$ cat config.mk
export PLATFORM = sky130hd
export DESIGN_NAME = ldtu_frame_decoder
export DESIGN_NICKNAME = d
export VERILOG_FILES = /design/src/rtl/ldtu_frame_decoder.sv
export SDC_FILE = /design/constraint.sdc
export NUM_CORES = 1
export LEC_CHECK = 0
export CORE_ASPECT_RATIO = 0.75
export CORE_UTILIZATION = 47
export CTS_BUF_LIST = sky130_fd_sc_hd__clkbuf_4 sky130_fd_sc_hd__clkbuf_8
export DETAILED_ROUTE_END_ITERATION = 16
export HOLD_SLACK_MARGIN = 0.02
export PLACE_DENSITY = 0.82
export SYNTH_ARGS = -nofsm -noshare
export SYNTH_HDL_FRONTEND = slang
export SYNTH_SLANG_ARGS = --single-unit
$ cat constraint.sdc
create_clock -name CLK -period 1.6 [get_ports CLK]
set_input_delay 0.16 -clock CLK [delete_from_list [all_inputs] [get_ports CLK]]
set_output_delay 0.16 -clock CLK [all_outputs]
set_load 0.02 [all_outputs]
$ cat src/rtl/ldtu_frame_decoder.sv
// Receive-side decoder for one LiTE-DTU 32-bit lane: unpacks baseline/signal words
// into a sample stream and checks trailers. Optional error counter: LDTU_DEC_ERRCNT_EN.
module ldtu_frame_decoder #(
    parameter int          Nbits_12  = 12,
    parameter int          Nbits_32  = 32,
    parameter logic [31:0] IDLE_WORD = 32'hEAAAAAAA
) (
    input  logic                CLK,
    input  logic                RST,
    input  logic [Nbits_32-1:0] DATA32,
    input  logic                data_valid,
    output logic                data_ready,
    output logic [Nbits_12-1:0] sample,
    output logic                sample_gain,
    output logic                sample_bsl,
    output logic                sample_valid,
    output logic                frame_done,
    output logic                frame_err,
    output logic                hdr_err,
    output logic [15:0]         err_cnt
);

    typedef enum logic {S_IDLE, S_UNPACK} state_t;

    state_t      state, state_nx;
    logic [29:0] shreg, shreg_nx;
    logic        is_bsl, is_bsl_nx;
    logic [2:0]  remain, remain_nx;
    logic [7:0]  frame_cnt, frame_cnt_nx;
    logic        done_nx, ferr_nx, herr_nx;
    logic        accept;
    logic        w_idle, w_base, w_sig, w_trl;

    assign w_idle = (DATA32 == IDLE_WORD);
    assign w_base = !w_idle && (DATA32[31:30] == 2'b01);
    assign w_sig  = !w_idle && (DATA32[31:30] == 2'b10);
    assign w_trl  = !w_idle && (DATA32[31:28] == 4'b1101);

    // Ready again on the cycle the last held sample is shown, so words chain without a bubble.
    assign data_ready = !RST && ((state == S_IDLE) || (remain == 3'd1));
    assign accept     = data_valid && data_ready;

    // The sample currently presented always sits at the bottom of the shift register.
    assign sample       = is_bsl ? {6'b0, shreg[5:0]} : shreg[11:0];
    assign sample_gain  = !is_bsl && shreg[12];
    assign sample_bsl   = is_bsl;
    assign sample_valid = (state == S_UNPACK);

    always_comb begin
        state_nx     = state;
        shreg_nx     = shreg;
        is_bsl_nx    = is_bsl;
        remain_nx    = remain;
        frame_cnt_nx = frame_cnt;
        done_nx      = 1'b0;
        ferr_nx      = 1'b0;
        herr_nx      = 1'b0;

        if (state == S_UNPACK) begin
            if (remain != 3'd1) begin
                shreg_nx  = is_bsl ? (shreg >> 6) : (shreg >> 13);
                remain_nx = remain - 3'd1;
            end else begin
                state_nx = S_IDLE;
            end
        end

        if (accept) begin
            if (w_base) begin
                state_nx     = S_UNPACK;
                shreg_nx     = DATA32[29:0];
                is_bsl_nx    = 1'b1;
                remain_nx    = 3'd5;
                frame_cnt_nx = frame_cnt + 8'd5;
            end else if (w_sig) begin
                state_nx     = S_UNPACK;
                shreg_nx     = {4'b0, DATA32[25:0]};
                is_bsl_nx    = 1'b0;
                remain_nx    = 3'd2;
                frame_cnt_nx = frame_cnt + 8'd2;
            end else if (w_trl) begin
                done_nx      = 1'b1;
                ferr_nx      = (frame_cnt != DATA32[27:20]);
                frame_cnt_nx = 8'd0;
            end else if (!w_idle) begin
                herr_nx      = 1'b1;
            end
        end
    end

    always_ff @(posedge CLK) begin
        if (RST) begin
            state      <= S_IDLE;
            shreg      <= '0;
            is_bsl     <= 1'b0;
            remain     <= 3'd0;
            frame_cnt  <= 8'd0;
            frame_done <= 1'b0;
            frame_err  <= 1'b0;
            hdr_err    <= 1'b0;
        end else begin
            state      <= state_nx;
            shreg      <= shreg_nx;
            is_bsl     <= is_bsl_nx;
            remain     <= remain_nx;
            frame_cnt  <= frame_cnt_nx;
            frame_done <= done_nx;
            frame_err  <= ferr_nx;
            hdr_err    <= herr_nx;
        end
    end

`ifdef LDTU_DEC_ERRCNT_EN
    logic [15:0] err_q;

    // Counts error pulses one cycle after they appear; saturates rather than wrapping.
    always_ff @(posedge CLK) begin
        if (RST) begin
            err_q <= 16'h0000;
        end else if ((hdr_err || frame_err) && (err_q != 16'hFFFF)) begin
            err_q <= err_q + 16'h0001;
        end
    end

    assign err_cnt = err_q;
`else
    assign err_cnt = 16'h0000;
`endif

endmodule

## Yosys cells after proc, flatten, opt, wreduce, memory -nomap -nowiden

Cells that the tools add are included.

| word-level totals | value |
|---|---|
| flip-flop bits (word level) | 46 |
| input port bits | 35 |
| output and inout bits | 35 |
| word-level logic and storage cells | 62 |

| cells by class | value |
|---|---|
| $add $sub $neg | 3 |
| eq/ne operators | 7 |
| multiplexer cells | 24 |
| bitwise operators | 3 |
| reduce and logical (&&, ||, !) cells | 17 |

Operators by type and width:

| cell | number |
|---|---|
| 2-to-1 mux 30 bit | 5 |
| equality test 32 bit (second input constant) | 1 |
| 2-to-1 mux 24 bit | 1 |
| 2-to-1 mux 8 bit | 3 |
| 2-to-1 mux 3 bit | 5 |
| 2-to-1 mux 12 bit | 1 |
| OR reduction 5 bit | 2 |
| 2-to-1 mux 1 bit | 9 |
| adder 8 x 2 -> 8 bit (second input constant) | 1 |
| adder 8 x 3 -> 8 bit (second input constant) | 1 |
| inequality test 8 bit | 1 |
| logical AND 1 bit | 6 |
| equality test 4 bit (second input constant) | 1 |
| AND reduction 2 bit | 2 |
| OR reduction 4 bit | 1 |
| equality test 3 x 1 -> 1 bit (second input constant) | 1 |
| zero test 1 bit | 3 |
| inequality test 3 x 1 -> 1 bit (second input constant) | 1 |
| NOT 1 bit | 3 |
| nonzero test 3 bit | 1 |
| subtractor 3 x 1 -> 3 bit (second input constant) | 1 |
| equality test 2 x 1 -> 1 bit (second input constant) | 1 |
| equality test 2 bit (second input constant) | 1 |
| nonzero test 2 bit | 1 |
| logical OR 1 bit | 1 |

## Longest topological paths before layout

| depth | value |
|---|---|
| depth in word-level cells | 6 |
| mapped depth | 8 |
| gate-level depth less buffers | 6 |

## Least setup slack after synthesis

OpenSTA, ideal clock, no wires.

| path | value |
|---|---|
| path type | register -> register |
| from | register remain[0] |
| to | register shreg[26] |
| setup time | 0.062 ns |
| arrival | 1.561 ns |
| required time | 1.538 ns |
| path slack | -0.023 ns |
| stages on the path, launching flop included | 6 |
| buffers on the path | 1 |
| period minus slack after synthesis | 1.623 ns |
| path through | dfxtp_1 > ha_1 > nand2b_4 > buf_2 > a21oi_1 > a32o_1 |

| on the way | value |
|---|---|
| elaborated cells between the ends (all ways) | 10 |
| those cells by class | 2 x eq/ne; 5 x mux; 3 x reduce/logical |

RTL lines:

| what | RTL line | text |
|---|---|---|
| from (decl) | 28 | `logic [2:0] remain, remain_nx;` |
| from (signal assigned) | 105 | `remain <= remain_nx;` |
| equality test 3 x 1 -> 1 bit | 40 | `assign data_ready = !RST && ((state == S_IDLE) \|\| (remain == 3'd1));` |
| logical OR 1 bit | 40 |  |
| logical AND 1 bit | 40 |  |
| named net data_ready | 12 | `output logic data_ready,` |
| logical AND 1 bit | 41 | `assign accept = data_valid && data_ready;` |
| 2-to-1 mux 30 bit | 68 | `if (accept) begin` |
| to (signal assigned) | 103 | `shreg <= shreg_nx;` |
| to (decl) | 26 | `logic [29:0] shreg, shreg_nx;` |

The timed path passes the listed nets, and every way through them passes these cells.
A chain may end at the register's enable or synchronous reset.

## Worst setup path after layout

| path | value |
|---|---|
| from | register remain[1] |
| to | register shreg[3] |

| on the way | value |
|---|---|
| word-level cells in the longest chain between the ends | 6 |
| elaborated cells between the ends (all ways) | 10 |
| those cells by class | 2 x eq/ne; 5 x mux; 3 x reduce/logical |

Ends and longest elaborated chain:

| what | RTL line | text |
|---|---|---|
| inequality test 3 x 1 -> 1 bit | 60 | `if (remain != 3'd1) begin` |
| 2-to-1 mux 30 bit | 60 |  |
| 2-to-1 mux 30 bit | 59 | `if (state == S_UNPACK) begin` |
| 2-to-1 mux 30 bit | 75 | `end else if (w_sig) begin` |
| 2-to-1 mux 30 bit | 69 | `if (w_base) begin` |
| 2-to-1 mux 30 bit * | 68 |  |

Every way passes the cells marked *; elsewhere a longest branch is shown, timed or not.

==> out/summary.txt <==
Status - complete, but fails checks
Failing checks - negative setup slack
Number of buffers and inverters on the critical path - 3
Reg power frac - 0.427
CTS buffer count - 5
CTS tree - built
Max Slew Vio Count - 0
Clk sinks - 46
Layout cell share with drive strength beyond 1 - 0.3082
Lkg Pwr - 1.888 nW
P per Cell Area - 704.8 mW/mm2
Crit-path leading delay family - compound AO/OA/AOI/OAI gates
Finished Layout Cells - 529
Pint - 0.002031 W
Crit path DAT - 1.83 ns
Core area - 0.005916 mm2
Die X - 93.33 um
Syn_area_per_cell - 8.353 um2
Final hold vios - 0
First-pass GRT wire length - 14.86 mm
Hpwl dp - 6.622 mm
Largest net degree at the start of global routing - 25
Port Buffers - 53
Number of instances in the placed design - 514
Placement row count - 24
Die footprint - 0.006580 mm2
Number of synthesized register bits - 46
Worst-path clk slew - 0.09 ns
Internal reg-to-reg setup slack - -0.04 ns
H-tree Lvls - 2
Multi-input logic area - 0.001964 mm2
Share of synthesized registers carrying an async set or reset - 0
FMAX - 609.4 MHz
Die Height - 70.50 um
Synth top area cells - dfxtp_1 (31%), buf_4 (5.9%), a21oi_1 (5.8%)
YS warnings - 0
Drt pass-1 iters - 7
Routability Congestion - 0.9521
DRC viols - 0
Area growth, synth to finish - 46.34%
Slowest stage cell, crit path - o41ai_1
Cells after Synth - 352
Yosys top cell area share - 0.3132
Reg area - 928.4 um2
Post-synth EDFFs - 0
Most frequent CP cell - buf_12
WL/cell - 18.70 um
Max VDD drop - 0.0003514 V
Vias per cell - 6.157
Final setup violation count - 2
Seq/Total Area, Yosys - 0.3132
CP cell instances - inv_2, ha_4, nand2b_4, a221oi_4, buf_12, buf_12, o41ai_1
Initial antenna violation count - 0
Fillers - 406
Worst Path Required - 1.79 ns
Period utilization - 1.026
CP max stage delay - 0.41 ns
Clk root buf - clkbuf_8
Commonest non-fill, non-tap cells in the layout - buf_4 (67), dfxtp_1 (40), a21oi_1 (31)
Vias in the first global route - 3,087
Max Cap Viol - 0
Insertion delay to the later sink of the worst-skew pair - 0.31 ns
Number of antenna diodes - 0
PnR worst setup slack - -0.04094 ns
GRT Resource Usage Total - 0.2899
Total power - 0.003033 W
Cell variety after synth - 55
Net Sw Frac - 0.3303
Area of placed instances - 0.003911 mm2
Initial Utilization - 0.4970
Clock share of power - 0.253
CP startpoint kind - flop
Vias - 3,257
# IOs - 70
Final Core Density - 0.7274
Most common cell after layout, fill and taps aside - buf_4
Post-DRT Antenna Nets - 0
Top_reg_cell synth - dfxtp_1
Min Tclk post-route - 1.641 ns
RSZ-0062 raised after global routing - true
Worst-path maximum fanout - 14
Sw Pwr - 0.001002 W
Worst Setup End Kind - flop
Comb pwr share - 0.320
Cell taking the most area after synthesis - dfxtp_1
NumNets Final - 490
Setup CP Type - flop to flop
Fin area - 0.004303 mm2
GRT overflow - 0
Hold WC Path Type - input port to flop
Drt total wl - 9.891 mm
Clock Path Buffers - 2
Mapped Area - 0.002940 mm2
Initial DRC count - 297
Clk_skew - 0.01185 ns
[path summary, 6_finish.rpt]
kind	start	end	cells past startpoint
min reg2reg	frame_cnt[7]	frame_cnt[7]	1
max	remain[1]	shreg[3]	7
max reg2reg	remain[1]	shreg[3]	7
min	DATA32[10]	shreg[10]	3
[routing by layer]
metal  GRT usage  vias up  routed length [um]
li1            -     1479                   -
met1      0.3835     1567                4074
met2      0.4624      180                4667
met3     0.05338       31                 860
met4      0.1265        0                 289
met5           0        -                   0
[area by class of cell]
class | count | share of cell area
timing repair buffer | 130 | 0.2777
clock buffer | 6 | 0.01919
multi-input combinational | 261 | 0.4565
inverter | 6 | 0.005234
tap | 78 | 0.02268
clock inverter | 2 | 0.002908
sequential | 46 | 0.2158
[cells in the mapped netlist, types with 5 or more instances]
cell / number
a211oi_1: 19
a21boi_0: 7
a21oi_1: 34
a311oi_1: 5
buf_2: 13
buf_4: 23
clkbuf_1: 14
dfxtp_1: 46
ha_1: 5
inv_1: 6
nand2_1: 35
nand2b_1: 5
nand4_1: 8
nor2_1: 7
nor2b_1: 27
o31ai_1: 8
o41ai_1: 17
xor2_1: 8
[metrics by stage]
step	setup TNS [ns]	setup WS, ns	hold WS [ns]
floorplan	0	0.004530	0.2632
global placement	-5.872	-0.3895	0.4936
detailed placement	-7.790	-0.4515	0.4974
CTS	0	0.006742	0.1821
global route	-1.433	-0.1703	0.1423
finish	-0.05049	-0.04094	0.1153
[state kept, by name, indices dropped and copies added, names as in the netlist]
register and flops:
frame_cnt 8, hdr_err 1, sample_bsl 1, remain 3, frame_done 1, shreg 30, frame_err 1, sample_valid 1
[tightest hold or removal path: stages]
cell            delay (ns)
dlymetal6s2s_1        0.11
nand2_1               0.07
o41ai_2               0.05
[power groups by stage]
stage	Sequential [W]	Clock, W	Combinational (W)
finish	0.00130	0.000767	0.000970
global route	0.00130	0.000800	0.00103
CTS	0.00129	0.000769	0.000901
detailed placement	0.00131	0	0.000876
global placement	0.00130	0	0.000846
floorplan	0.00129	0	0.000503
[logic make-up after synthesis]
kind of cell	count (synthesis)	synth area share
simple gates	115	0.2340
buf+inv	60	0.1115
compound gates	116	0.2915
flops	46	0.3132
other cells	1	0.001275
xor+xnor	8	0.02383
mux	1	0.003404
fa+ha+maj	5	0.02128
[timing repair]
item / in CTS / in global routing
setup endpoints to repair: 53 / 42
gates resized for setup: 42 / 52
cloned: 0 / 1
hold endpoints to repair: 0 / 0
buffers inserted: 6 / 0
pin swaps: 8 / 11
hold buffers: 0 / 0
Note: power is estimated with default switching activity, not from simulation.
